===== src/rtl/synth_pkg.sv =====
// synth_pkg: shared envelope state, mix-width helper and default envelope rates
package synth_pkg;
  typedef enum logic [2:0] {IDLE, ATTACK, DECAY, SUSTAIN, RELEASE} env_state_t;
  localparam int DEF_AI = 64;
  localparam int DEF_DI = 16;
  localparam int DEF_S  = 128;
  localparam int DEF_RI = 2;
  function automatic int clog2(input int n);
    int r;
    r = 0;
    while ((1 << r) < n) r++;
    return r;
  endfunction
  function automatic int mix_w(input int env_w, input int nv);
    return env_w + 1 + clog2(nv);
  endfunction
endpackage


===== src/rtl/synth_voice.sv =====
// synth_voice: one ADSR envelope FSM gating one pulse oscillator, signed sample out
module synth_voice
  import synth_pkg::*;
#(
  parameter int ENV_W = 8,
  parameter int CNT_W = 16
) (
  input  logic                    clk,
  input  logic                    rst,
  input  logic                    tick,
  input  logic                    gate,
  input  logic                    gate_d,
  input  logic [CNT_W-1:0]        osc_count,
  input  logic [ENV_W-1:0]        ai,
  input  logic [ENV_W-1:0]        di,
  input  logic [ENV_W-1:0]        ri,
  input  logic [ENV_W-1:0]        s,
  output logic                    active,
  output logic signed [ENV_W:0]   sample
);
  localparam logic [ENV_W-1:0] MAXV = '1;
  env_state_t       state;
  logic [ENV_W-1:0] env;
  logic             phase;
  logic [CNT_W-1:0] cnt;
  logic             rise, fall;
  logic [ENV_W:0]   up;
  assign rise = gate & ~gate_d;
  assign fall = ~gate & gate_d;
  assign up = {1'b0, env} + {1'b0, ai};
  always_ff @(posedge clk) begin
    if (rst) begin
      state <= IDLE;
      env   <= '0;
      phase <= 1'b0;
      cnt   <= '0;
    end else begin
      if (rise && state == IDLE) begin
        cnt   <= '0;
        phase <= 1'b0;
      end else if (osc_count != '0) begin
        cnt   <= (cnt >= osc_count - 1'b1) ? '0 : cnt + 1'b1;
        phase <= (cnt >= osc_count - 1'b1) ? ~phase : phase;
      end
      // gate edges win over a coincident tick; the new state's step waits for the next tick
      if (rise) state <= ATTACK;
      else if (fall && (state == ATTACK || state == DECAY || state == SUSTAIN)) state <= RELEASE;
      else if (tick) begin
        case (state)
          ATTACK:
            if (ai == '0 || up >= {1'b0, MAXV}) begin
              env   <= MAXV;
              state <= DECAY;
            end else env <= up[ENV_W-1:0];
          DECAY:
            if (di == '0 || {1'b0, env} <= {1'b0, s} + {1'b0, di}) begin
              env   <= s;
              state <= SUSTAIN;
            end else env <= env - di;
          SUSTAIN: env <= s;
          RELEASE:
            if (ri == '0 || env <= ri) begin
              env   <= '0;
              state <= IDLE;
            end else env <= env - ri;
          default: ;
        endcase
      end
    end
  end
  assign active = state != IDLE;
  assign sample = (state == IDLE) ? '0 : phase ? $signed({1'b0, env}) : -$signed({1'b0, env});
endmodule


===== src/rtl/poly_pulse_synth.sv =====
// poly_pulse_synth: NUM_VOICES ADSR-gated pulse voices mixed to PCM and a sigma-delta bit;
// POLY_PULSE_SYNTH_SIGMA_DELTA_EN enables the modulator, otherwise data is tied low.
module poly_pulse_synth
  import synth_pkg::*;
#(
  parameter int NUM_VOICES = 4,
  parameter int ENV_W      = 8,
  parameter int CNT_W      = 16,
  parameter int TICK_DIV   = 50000
) (
  input  logic                                         clk,
  input  logic                                         rst,
  input  logic [NUM_VOICES-1:0]                        trig,
  input  logic [NUM_VOICES*CNT_W-1:0]                  osc_count,
  input  logic [ENV_W-1:0]                             adsr_ai,
  input  logic [ENV_W-1:0]                             adsr_di,
  input  logic [ENV_W-1:0]                             adsr_ri,
  input  logic [ENV_W-1:0]                             adsr_s,
  output logic [NUM_VOICES-1:0]                        voice_active,
  output logic signed [mix_w(ENV_W, NUM_VOICES)-1:0]   pcm,
  output logic                                         data
);
  localparam int MW = mix_w(ENV_W, NUM_VOICES);
  localparam int TW = clog2(TICK_DIV);
  logic [TW-1:0]             tcnt;
  logic                      tick;
  logic [NUM_VOICES-1:0]     trig_r, trig_d;
  logic signed [ENV_W:0]     samples [NUM_VOICES];
  logic signed [MW-1:0]      mix;
  assign tick = tcnt == TW'(TICK_DIV - 1);
  always_ff @(posedge clk) begin
    if (rst) begin
      tcnt   <= '0;
      trig_r <= '0;
      trig_d <= '0;
      pcm    <= '0;
    end else begin
      tcnt   <= tick ? '0 : tcnt + 1'b1;
      trig_r <= trig;
      trig_d <= trig_r;
      pcm    <= mix;
    end
  end
  for (genvar v = 0; v < NUM_VOICES; v++) begin : g_voice
    synth_voice #(.ENV_W(ENV_W), .CNT_W(CNT_W)) u_voice (
      .clk(clk), .rst(rst), .tick(tick), .gate(trig_r[v]), .gate_d(trig_d[v]),
      .osc_count(osc_count[v*CNT_W +: CNT_W]), .ai(adsr_ai), .di(adsr_di), .ri(adsr_ri),
      .s(adsr_s), .active(voice_active[v]), .sample(samples[v])
    );
  end
  always_comb begin
    mix = '0;
    for (int i = 0; i < NUM_VOICES; i++) mix = mix + MW'(samples[i]);
  end
`ifdef POLY_PULSE_SYNTH_SIGMA_DELTA_EN
  // the carry out of the offset-binary accumulator is the output bit
  logic [MW-1:0] acc;
  always_ff @(posedge clk) begin
    if (rst) {data, acc} <= '0;
    else {data, acc} <= {1'b0, acc} + {1'b0, ~pcm[MW-1], pcm[MW-2:0]};
  end
`else
  assign data = 1'b0;
`endif
endmodule

===== config.mk =====
export PLATFORM = sky130hd
export DESIGN_NAME = poly_pulse_synth
export DESIGN_NICKNAME = d
export VERILOG_FILES = /design/src/rtl/synth_pkg.sv /design/src/rtl/synth_voice.sv /design/src/rtl/poly_pulse_synth.sv
export SDC_FILE = /design/constraint.sdc
export NUM_CORES = 1
export LEC_CHECK = 0
export BUFFER_PORTS_ARGS = -buffer_cell sky130_fd_sc_hd__buf_2
export CORE_UTILIZATION = 62
export DETAILED_ROUTE_END_ITERATION = 7
export PLACE_DENSITY_LB_ADDON = 0.2
export SYNTH_ARGS = -nofsm -noshare
export SYNTH_HDL_FRONTEND = slang
export SYNTH_SLANG_ARGS = --single-unit

===== constraint.sdc =====
create_clock -name clk -period 6.3 [get_ports clk]
set_input_delay 0.63 -clock clk [delete_from_list [all_inputs] [get_ports clk]]
set_output_delay 0.63 -clock clk [all_outputs]
set_load 0.01 [all_outputs]

### Yosys cells after proc, flatten, opt, wreduce, memory -nomap -nowiden

Index checks and enable logic that the tools add are counted.

| storage, ports and cells | value |
|---|---|
| output and inout bits | 16 |
| word-level logic and storage cells | 310 |
| bits in registers | 147 |

| operators by class | value |
|---|---|
| $add $sub $neg | 29 |
| equality and inequality tests | 53 |
| order comparisons | 16 |
| bitwise operators | 28 |
| muxes and demuxes | 56 |
| reductions and logical operators | 100 |

Operators with widths:

| operator | count |
|---|---|
| $pmux 8 s4 | 4 |
| $mux 8 | 12 |
| $add 16x1->16 const B | 5 |
| $mux 9 | 8 |
| $ge 16x16->1 | 4 |
| $mux 16 | 4 |
| $reduce_bool 16->1 | 4 |
| $sub 16x1->16 const B | 4 |
| $sub 8x8->8 | 8 |
| $mux 3 | 20 |
| $reduce_and 5->1 | 12 |
| $add 8x8->9 | 5 |
| $ge 9x8->1 const B | 4 |
| $le 8x9->1 | 4 |
| $neg 8->9 | 4 |
| $pmux 3 s3 | 4 |
| $reduce_bool 3->1 | 12 |
| $le 8x8->1 | 4 |
| $ne 4x3->1 const B | 8 |
| $reduce_bool 4->1 | 8 |
| $eq 3x2->1 const B | 8 |
| $logic_not 8->1 | 3 |
| $ne 3x3->1 const B | 8 |
| $logic_or 1x1->1 | 20 |
| other kinds (21) | 105 |

### Longest topological paths before layout

Gate-level depths: netlist of the first run.

| depth | value |
|---|---|
| depth after elaboration | 8 |
| gate-level depth with buffers | 21 |

### By module

From an unflattened synthesis of the first run, not the netlist that was laid out.

| second synthesis, totals | value |
|---|---|
| cells, all modules | 2214 |
| area total of the unflattened synthesis | 17581.9 um^2 |

Modules (own cells, without submodules):

| module | area each (um^2) | seq. area each (um^2) | times used | cells an instance |
|---|---|---|---|---|
| synth_voice at g_voice[2].u_voice | 3918.8 | 560.5 | 1 | 495 |
| synth_voice at g_voice[1].u_voice | 3866.2 | 560.5 | 1 | 505 |
| synth_voice at g_voice[0].u_voice | 3852.4 | 560.5 | 1 | 494 |
| synth_voice at g_voice[3].u_voice | 3847.4 | 560.5 | 1 | 491 |
| poly_pulse_synth | 2097.0 | 700.7 | 1 | 229 |

### Worst setup path after synthesis of the first run

OpenSTA, ideal clock, no wires.

| timing | value |
|---|---|
| path type | register to register |
| start point | register g_voice[0].u_voice.state[0] |
| end point | register pcm[10] |
| stages on the path, launching flop included | 20 |
| period minus slack after synthesis | 4.112 ns |
| setup slack | 2.188 ns |
| buffers on the path | 2 |
| data arrival time | 3.985 ns |
| library setup time | 0.128 ns |
| cell sequence | dfxtp_1 clkbuf_1 or2_2 nor2_1 clkbuf_1 nor2_1 fa_1 inv_1 fa_1 inv_1 ha_1 a21o_1 a21oi_1 o21ai_0 a21oi_1 o21bai_1 a21oi_1 o21ai_0 xnor2_1 nor2_1 |

| on the way | value |
|---|---|
| cells in the longest elaborated chain, start to end | 5 |

RTL lines:

| element | RTL line | RTL |
|---|---|---|
| start: declaration | synth_voice.sv:22 | `env_state_t state;` |
| start signal: assignment | synth_voice.sv:33 | `state <= IDLE;` |
| start signal: assignment | synth_voice.sv:46 | `if (rise) state <= ATTACK;` |
| start signal: assignment | synth_voice.sv:47 | `else if (fall && (state == ATTACK \|\| state == DECAY \|\| state == SUSTAIN)) state <= RELEASE;` |
| $logic_not 3->1 | synth_voice.sv:72 | `assign sample = (state == IDLE) ? '0 : phase ? $signed({1'b0, env}) : -$signed({1'b0, env});` |
| $mux 9 | synth_voice.sv:72 |  |
| $add 9x9->10 | poly_pulse_synth.sv:53 | `for (int i = 0; i < NUM_VOICES; i++) mix = mix + MW'(samples[i]);` |
| $add 10x9->11 | poly_pulse_synth.sv:53 |  |
| $add 11x9->11 | poly_pulse_synth.sv:53 |  |
| end signal: assignment | poly_pulse_synth.sv:41 | `pcm <= mix;` |
| end: declaration | poly_pulse_synth.sv:20 | `output logic signed [mix_w(ENV_W, NUM_VOICES)-1:0] pcm,` |

Every way passes these cells.
A chain may end at the register's enable or synchronous reset.

### Final worst setup path of the first run

Ends and elaborated chain as after synthesis.

==> results.ini, run 1 <==
[run_status]
run_status=complete, no violations

[flow_run]
max_cap_viol_count=0

[route]
drt_iter0_drc=1333
first_pass_iters=6
vias=15400
wl_per_cell_um=19.3
drc_errors=0
drt.antenna.violating_nets=0
viasPerCell=6.24
totalWireLength_um=47600

[cells_and_area]
nets=2465
antenna_cells=0
post-route-util_pct=69.0
syn2layout_area_growth_pct=8.84
drive_above_1_share_pct=9.28
nFillCells=2174

[min_path]
worstHoldPathCells=2
min_from=trig[2]
hold_end=trig_r[2]
hp-class=primary input to flip-flop

[place]
hpwl_um=36500
numPortBuffers=116
place_congestion=1.01
pre_cts_slack_ps=1740

[grt]
antenna_found_initial=1
gr-usage-met3_pct=8.25
grt.total_usage_pct=36.4
grt_max_degree=30
grt-ovfl-total=0
globalRouteMet2Util_pct=61.0
grt_pass1_wl_um=75400
grt_pass1_vias=14800
met1_usage_pct=44.9
gr-max-usage-layer=met2

[clock_tree]
hold_buffers=0
postCtsResizedCells=0
postCtsSetupBuffers=0
clock_latency_ps=450
root_buffer=clkbuf_16
clk_transition_reported_paths_ps=80
cts_buffer_depth=2
htree_levels=4
cts_made_buffers=17
cts_tree=yes
clock_sink_count=147

[synthesis]
syn_area_sq_um=16000
synth-main-ff-cell=dfxtp_1
synth.distinct_cells=84
synthesis.nets=2380
syn_inst=2035
ys_seq_area_share_pct=18.4
yosysTopAreaCell=dfxtp_1
synth_area_per_cell_sq_um=7.86
synth_edf_count=0
synth_top_area_share_pct=18.4
synth_most_common_cell=nor2_1
synth_common_cells=261 x nor2_1, 211 x ha_1, 147 x dfxtp_1
ys_ff_latch=147
synth_area_leaders=dfxtp_1 18%, ha_1 16%, xnor2_1 7.1%, nor2_1 6.1%, xor2_1 5.3%
async_reset_ff_share_pct=0
yosysWarnings=0

[setup_path]
end_kind=flip-flop
cp_max_fo=11
r2r_cells=17
worstSetupPathType=flip-flop to flip-flop
timing.rr.end=pcm[10]
r2r_start=g_voice[0].u_voice.state[0]
worst_ep_required_time_ps=6610
r2r_slack_ps=1710
critPathLaunchType=flip-flop
cp.arrival_ps=4900

[timing]
period_needed_ps=4590
hold_ws_ps=397
period_share_pct=72.9
rsz0062_at_grt=false
fin_tns_setup_ps=0
max_freq_mhz=218
fin_ws_ps=1710
clock_skew_ps=16.7
setup_viol=0
finalHoldViolCount=0
drv_slew=0
relSlewSlack_pct=35.5
worst_pin_slew_ps=963

[power_and_ir_drop]
ir_drop_mv=0.134
p_switching_uw=846
p_int_uw=1720
p_per_area_nw_per_um2=147
power_switching_share_pct=33.0
combPwrFrac_pct=19.7
p_leak_uw=0.00783
seqPwrFrac_pct=37.5
p_clk_share_pct=42.7

[die]
die_area_sq_um=26500
fp.dieH_um=163
rows=58
die_x_um=163
core-area_sq_um=25300
initial_utilization_pct=63.4
ios=118

## worst max-delay path, stage by stage, from the launching register on
cell,delay (ps)
dfxtp_1,380
or2_2,370
nor2_1,520
nor2_1,160
fa_1,590
inv_1,70
fa_1,600
inv_1,60
ha_1,290
a21o_1,180
a21oi_1,230
o21ai_0,110
a21oi_1,230
o21bai_1,90
a21oi_1,210
o21ai_0,150
xnor2_1,180
nor2_1,50
## worst max-delay path by stage
| stage | startpoint | to | cells past startpoint |
|---|---|---|---|
| 6_report | g_voice[0].u_voice.state[0] | pcm[10] | 17 |
| 5_1_grt | g_voice[0].u_voice.state[0] | pcm[9] | 19 |
| 4_1_cts | g_voice[0].u_voice.state[0] | pcm[10] | 17 |
| 3_5_place_dp | adsr_s[1] | g_voice[1].u_voice.env[4] | 15 |
| 3_3_place_gp | adsr_s[1] | g_voice[1].u_voice.env[4] | 15 |
| 2_1_floorplan | g_voice[0].u_voice.state[0] | pcm[10] | 19 |
## cell type report
cell class	instances	area, sq um	share of cell area [%]
repair buffers	123	633	3.64
well taps	330	413	2.37
clock buffers	17	425	2.44
clock inverters	15	203	1.16
flip-flops and latches	147	2940	16.9
inverters	128	480	2.76
multi-input cells	1703	12300	70.7
## layout by cell type (no fill, tap or decap), types with 33 or more instances in the layout
cell and count:
nor2_1 261, nand2b_1 33, a21o_1 64, inv_1 127, dfxtp_1 147, nand4_1 41
o21ai_0 82, nor3_1 71, xor2_1 96, ha_1 211, nand3_1 47, buf_2 116
nand2_1 127, a21oi_1 124, nor2b_1 37, xnor2_1 129
## registers in the layout, summed over array words and instances, names as in the netlist
name	cells
g_voice.u_voice.cnt	64
g_voice.u_voice.env	32
tcnt	16
g_voice.u_voice.state	12
pcm	11
g_voice.u_voice.phase	4
trig_d	4
trig_r	4
## per-stage QoR
step | instances | total power [uW] | area [sq um]
floorplan | 2035 | 1310 | 16000
global placement | 2431 | 1460 | 16800
detailed placement | 2431 | 1480 | 16800
CTS | 2463 | 2560 | 17400
global route | 2463 | 2660 | 17400
finish | 2463 | 2560 | 17400
## power groups by stage
stage                     Clock (uW)  Sequential (uW)  Combinational, uW
after floorplan                    0              973                337
after global placement             0              983                482
after detailed placement           0              984                491
after CTS                       1100              962                495
after global routing            1140              965                556
final                           1100              963                506
## routing by layer
metal  routed length (um)  share of wire [%]
met5                    0                  0
met4                 1780                3.7
met3                 4260                8.9
met2                22000                 46
met1                19600                 41
## kinds of logic (layout without fill, tap and decap cells)
logic type	after synthesis	after routing	synth area share [%]
AO/OA/AOI/OAI	458	458	19.3
other	1	1	0.0234
AND/OR/NAND/NOR	747	747	22.8
multiplexers	25	25	1.67
adder cells (fa/ha/maj)	247	247	20.8
XOR/XNOR	225	225	12.3
flip-flops	147	147	18.4
buffers and inverters	185	283	4.66
Power figures use the tool's default switching activity.
==> run 2: changes to the inputs <==
--- a/config.mk
+++ b/config.mk
@@ -6,7 +6,7 @@
 export NUM_CORES = 1
 export LEC_CHECK = 0
 export BUFFER_PORTS_ARGS = -buffer_cell sky130_fd_sc_hd__buf_2
-export CORE_UTILIZATION = 62
+export CORE_UTILIZATION = 57
 export DETAILED_ROUTE_END_ITERATION = 7
 export PLACE_DENSITY_LB_ADDON = 0.2
 export SYNTH_ARGS = -nofsm -noshare
==> constraint.sdc (replaced) <==
create_clock -name clk -period 3.95 [get_ports clk]
set_input_delay 0.395 -clock clk [delete_from_list [all_inputs] [get_ports clk]]
set_output_delay 0.395 -clock clk [all_outputs]
set_load 0.01 [all_outputs]
==> results.ini, run 2 (same netlist as run 1, synthesis figures left out) <==
[die]
ios=118  ; unchanged
fp.dieH_um=170  ; +4.2%
rows=60  ; +3.4%
core-area_sq_um=27300  ; +7.9%
initial_utilization_pct=58.7  ; -4.6 points
die_x_um=170  ; +4.2%
die_area_sq_um=28700  ; +8.7%

[grt]
grt.total_usage_pct=34.5  ; -1.9 points
grt-ovfl-total=0  ; unchanged
antenna_found_initial=0  ; -1
grt_pass1_wl_um=77800  ; +3.1%
grt_max_degree=29  ; -3.3%
grt_pass1_vias=15200  ; +2.9%

[cells_and_area]
layout_commonest_cell=nor2_1
largest_register_ffs=64  ; unchanged
top_register=g_voice.u_voice.cnt
largestRegisters=g_voice.u_voice.cnt: 64 flops, g_voice.u_voice.env: 32 flops, tcnt: 16 flops
nets=2557  ; +3.7%
mostFrequentLayoutCells=258 x nor2_1, 208 x ha_1, 142 x dfxtp_1
post-route-util_pct=66.9  ; -2.1 points
drive_above_1_share_pct=14.2  ; +4.9 points
antenna_cells=0  ; unchanged
syn2layout_area_growth_pct=13.9

[timing]
setup_viol=0  ; unchanged
period_share_pct=96.2  ; +23 points
finalHoldViolCount=0  ; unchanged
drv_slew=0  ; unchanged
relSlewSlack_pct=45.0  ; +9.5 points
fin_ws_ps=150  ; -1560 ps
rsz0062_at_grt=true
period_needed_ps=3800  ; -791 ps
clock_skew_ps=12.8  ; -3.83 ps
worst_pin_slew_ps=825  ; -139 ps
max_freq_mhz=263  ; +21%

[setup_path]
path_cells=inv_1 > ha_2 > or3_1 > a21oi_2 > fa_1 > inv_1 > fa_1 > buf_4 > fa_1 > nor2b_2 > o21ai_2 > a21boi_2 > o21ai_0 > nand2b_1 > a21o_1 > a21oi_1 > xor2_1 > nor2_1
crit_family=adder cells
cp.arrival_ps=4120  ; -780 ps
worst_ep_required_time_ps=4270  ; -2340 ps
cp_max_fo=5  ; -6
cpPeakStageDelay_ps=450  ; -150 ps
critPathLaunchType=flip-flop
cp_common_cell=fa_1
end_kind=flip-flop
critical_path_buf_inv_count=3  ; +1
crit_slowest_cell=fa_1
worstSetupPathType=flip-flop to flip-flop

[place]
pre_cts_slack_ps=-56.2  ; -1800 ps
place_congestion=1.07  ; +6.4%
hpwl_um=38200  ; +4.5%
numPortBuffers=116  ; unchanged

[clock_tree]
clock_latency_ps=440  ; about the same
clk_transition_reported_paths_ps=70  ; about the same
cts_made_buffers=17  ; unchanged
hold_buffers=0  ; unchanged
cts_tree=yes
clock_sink_count=147  ; unchanged
htree_levels=4  ; unchanged
root_buffer=clkbuf_16
cts_buffer_depth=2  ; unchanged

[route]
drt.antenna.violating_nets=0  ; unchanged
m1WireLength_um=19800  ; +1.3%
dr_wl_met3_um=4120  ; -3.1%
wl_per_cell_um=18.8  ; -2.8%
viasPerCell=6.12  ; -2.0%
wl_met2_um=21700  ; -1.4%
vias=15900  ; +3.3%
first_pass_iters=5  ; -1
drt_iter0_drc=1324  ; -0.68%
totalWireLength_um=48800  ; +2.5%
top_layer=met4
drc_errors=0  ; unchanged

[power_and_ir_drop]
ir_drop_mv=0.252  ; +87%
p_per_area_nw_per_um2=222  ; +51%
p_leak_uw=0.00828  ; +5.8%

[min_path]
hp-class=primary input to flip-flop

[flow_run]
max_cap_viol_count=0  ; unchanged

[run_status]
run_status=complete, no violations

## run 2: changes by cell type in the layout (fill, tap and decap cells not counted), sizes merged
cell      before  now
clkbuf        17   19
buf          123  215
inv          135  136
clkinv         7    2
clkinvlp       0    2
## run 2: final timing paths
check                                                from        end  slack, ps  cells after the start
worst min register to register                    tcnt[0]    tcnt[0]        460                      1
worst max register to register  g_voice[2].u_voice.env[0]     pcm[9]        150                     18
worst max-delay path            g_voice[2].u_voice.env[0]     pcm[9]        150                     18
worst min-delay path                              trig[2]  trig_r[2]        170                      2
## run 2: area by class of cell
cell class | count | area [sq um]
well taps | 372 | 465
fillers | 2428 | 9030
inverters | 128 | 480
clock inverters | 13 | 140
repair buffers | 215 | 1340
multi-input cells | 1703 | 12400
clock buffers | 19 | 443
flip-flops and latches | 147 | 2950
## run 2: worst reg2reg max path, cell delays in order (launching register included)
cell and delay, ps:
dfxtp_1 340, inv_1 60, ha_2 210, or3_1 320, a21oi_2 190, fa_1 430, inv_1 90, fa_1 450
buf_4 160, fa_1 440, nor2b_2 160, o21ai_2 90, a21boi_2 170, o21ai_0 90, nand2b_1 110, a21o_1 120
a21oi_1 70, xor2_1 130, nor2_1 50
## run 2: stage by stage
stage          cell area, sq um  power [uW]  hold WS, ps  instances  TNS [ps]
3_5_place_dp              17500        2410          454       2563      -124
2_1_floorplan             16000        2090          430       2035         0
3_3_place_gp              17500        2380          446       2563         0
5_1_grt                   18200        4200          168       2597     -67.0
6_report                  18200        4050          172       2597         0
4_1_cts                   18100        4040          157       2595         0
## run 2: metal layers
metal / track usage, % / vias up
met5: 0 / -
met4: 21.3 / 0
met3: 5.95 / 184
met2: 56.6 / 694
met1: 42.2 / 7349
li1: - / 7657
## run 2: timing repair
item / in CTS / in global routing
endpoints found under the setup margin: 2 / 4
gates resized for setup: 4 / 27
setup buffers: 0 / 2
pin swaps: 0 / 7
## run 2: power by group
group | internal, uW | switching (uW) | leakage [uW]
combinational | 356 | 516 | 0.00681
clock | 910 | 738 | 0.000282
sequential | 1500 | 21.6 | 0.00119
==> run 3: changes to the inputs <==
--- a/config.mk
+++ b/config.mk
@@ -6,7 +6,8 @@
 export NUM_CORES = 1
 export LEC_CHECK = 0
 export BUFFER_PORTS_ARGS = -buffer_cell sky130_fd_sc_hd__buf_2
-export CORE_UTILIZATION = 57
+export CORE_MARGIN = 2
+export CORE_UTILIZATION = 62
 export DETAILED_ROUTE_END_ITERATION = 7
 export PLACE_DENSITY_LB_ADDON = 0.2
 export SYNTH_ARGS = -nofsm -noshare
==> constraint.sdc (replaced) <==
create_clock -name clk -period 4.8 [get_ports clk]
set_input_delay 0.48 -clock clk [delete_from_list [all_inputs] [get_ports clk]]
set_output_delay 0.48 -clock clk [all_outputs]
set_load 0.01 [all_outputs]
==> results.ini, run 3 (same netlist as run 1, synthesis figures left out) <==
[run_status]
run_status=complete, no violations

[timing]
clock_skew_ps=13.4  ; +0.591 ps
fin_tns_setup_ps=0  ; unchanged
worst_pin_slew_ps=781  ; -43.2 ps
period_needed_ps=4330  ; +532 ps
setup_viol=0  ; unchanged
max_freq_mhz=231  ; -12%
finalHoldViolCount=0  ; unchanged
relSlewSlack_pct=47.4  ; +2.3 points
drv_slew=0  ; unchanged
rsz0062_at_grt=false
period_share_pct=90.3  ; -6.0 points

[clock_tree]
cts_buffer_depth=2  ; unchanged
postCtsResizedCells=0  ; -4
clock_latency_ps=440  ; about the same
clock_sink_count=147  ; unchanged
cts_made_buffers=17  ; unchanged
postCtsSetupBuffers=0  ; unchanged
hold_buffers=0  ; unchanged
clk_transition_reported_paths_ps=70  ; about the same
root_buffer=clkbuf_16
cts_tree=yes
htree_levels=4  ; unchanged

[place]
dp.cells=2445  ; -4.6%
place_congestion=0.989  ; -7.9%
numPortBuffers=116  ; unchanged
hpwl_um=37000  ; -3.2%

[setup_path]
cp.arrival_ps=4640  ; +520 ps
worst_ep_required_time_ps=5110  ; +840 ps
end_kind=flip-flop
worstSetupPathType=flip-flop to flip-flop
critPathLaunchType=flip-flop
crit_family=adder cells
cp_common_cell=inv_1
crit_slowest_cell=fa_1
cp_max_fo=6  ; +1
critical_path_buf_inv_count=4  ; +1
cpPeakStageDelay_ps=560  ; +110 ps
path_cells=inv_1 > ha_1 > mux2i_1 > nor2_1 > fa_1 > inv_1 > fa_1 > inv_1 > ha_1 > inv_1 > fa_1 > nor2b_1 > o21ai_0 > a21boi_0 > o21ai_0 > nand2b_1 > a21o_1 > a21oi_1 > xor2_1 > nor2_1

[route]
viasPerCell=6.26  ; +2.4%
wl_per_cell_um=19.2  ; +2.0%
vias=15500  ; -2.3%
drt_iter0_drc=1265  ; -4.5%
first_pass_iters=5  ; unchanged
drt.antenna.violating_nets=0  ; unchanged
totalWireLength_um=47500  ; -2.7%
drc_errors=0  ; unchanged

[grt]
antenna_found_initial=1  ; +1
grt_max_degree=32  ; +10%
grt.total_usage_pct=35.3  ; +0.80 points
grt_pass1_vias=15100  ; -1.0%
grt-ovfl-total=0  ; unchanged
grt_pass1_wl_um=75500  ; -2.9%

[power_and_ir_drop]
p_per_area_nw_per_um2=191  ; -14%
p_leak_uw=0.00790  ; -4.6%
ir_drop_mv=0.243  ; -3.2%

[die]
ios=118  ; unchanged
fp.dieH_um=165  ; -2.9%
core-area_sq_um=25300  ; -7.3%
die_area_sq_um=27100  ; -5.7%
rows=58  ; -3.3%
initial_utilization_pct=63.4  ; +4.6 points
die_x_um=165  ; -2.9%

[cells_and_area]
syn2layout_area_growth_pct=9.41
largestRegisters=g_voice.u_voice.cnt: 64 flops, g_voice.u_voice.env: 32 flops, tcnt: 16 flops
nFillCells=2167  ; -11%
mostFrequentLayoutCells=261 x nor2_1, 211 x ha_1, 147 x dfxtp_1
drive_above_1_share_pct=9.83  ; -4.4 points
layout_commonest_cell=nor2_1
largest_register_ffs=64  ; unchanged
fin_cells=2477  ; -4.6%
nets=2479  ; -3.1%
top_register=g_voice.u_voice.cnt

[min_path]
hp-class=primary input to flip-flop

[flow_run]
max_cap_viol_count=0  ; unchanged

[run 3: final cells by class]
| class | count | area (sq um) | area share [%] |
|---|---|---|---|
| Inverter | 128 | 480 | 2.74 |
| Timing Repair Buffer | 137 | 738 | 4.22 |
| Sequential cell | 147 | 2940 | 16.8 |
| Clock buffer | 17 | 425 | 2.43 |
| Clock inverter | 14 | 185 | 1.06 |
| Tap cell | 330 | 413 | 2.36 |
| Multi-Input combinational cell | 1703 | 12300 | 70.4 |
| Antenna cell | 1 | 2.50 | 0.0143 |
[run 3: worst register-to-register path, cell delays in order, from the launching register on]
cell      delay, ps
dfxtp_1         430
inv_1           180
ha_1            320
mux2i_1         160
nor2_1           90
fa_1            560
inv_1            60
fa_1            530
inv_1            40
ha_1            210
inv_1            80
fa_1            180
nor2b_1          60
o21ai_0         240
a21boi_0        160
o21ai_0         180
nand2b_1        110
a21o_1          180
a21oi_1         180
xor2_1          200
nor2_1           70
[run 3: stage by stage]
| step | area, sq um | total power, uW | hold WS [ps] | utilization, % | setup slack, ps |
|---|---|---|---|---|---|
| 6_report | 17500 | 3340 | 261 | 69.3 | 468 |
| 5_1_grt | 17500 | 3480 | 286 | 69.3 | 131 |
| 4_1_cts | 17500 | 3340 | 259 | 69.3 | 519 |
| 3_5_place_dp | 16900 | 1940 | 460 | 66.9 | 382 |
| 3_3_place_gp | 16900 | 1920 | 443 | 66.9 | 549 |
| 2_1_floorplan | 16000 | 1720 | 430 | - | 688 |
[run 3: final timing paths]
path,slack (ps),from,cells past startpoint,to
max,470,g_voice[0].u_voice.env[0],20,pcm[9]
min,260,trig[1],2,trig_r[1]
max reg2reg,470,g_voice[0].u_voice.env[0],20,pcm[9]
min reg2reg,470,tcnt[0],1,tcnt[0]
[run 3: power by group]
group	switching [uW]	internal (uW)	total, uW	leakage [uW]
clock	622	794	1420	0.000302
combinational	407	264	671	0.00641
sequential	20.2	1240	1260	0.00119
[run 3: per-layer routing]
layer,part of all wire (%),GRT usage [%]
met5,0,0
met4,5.3,16.9
met3,7.6,7.53
met2,46,60.0
met1,41,42.6
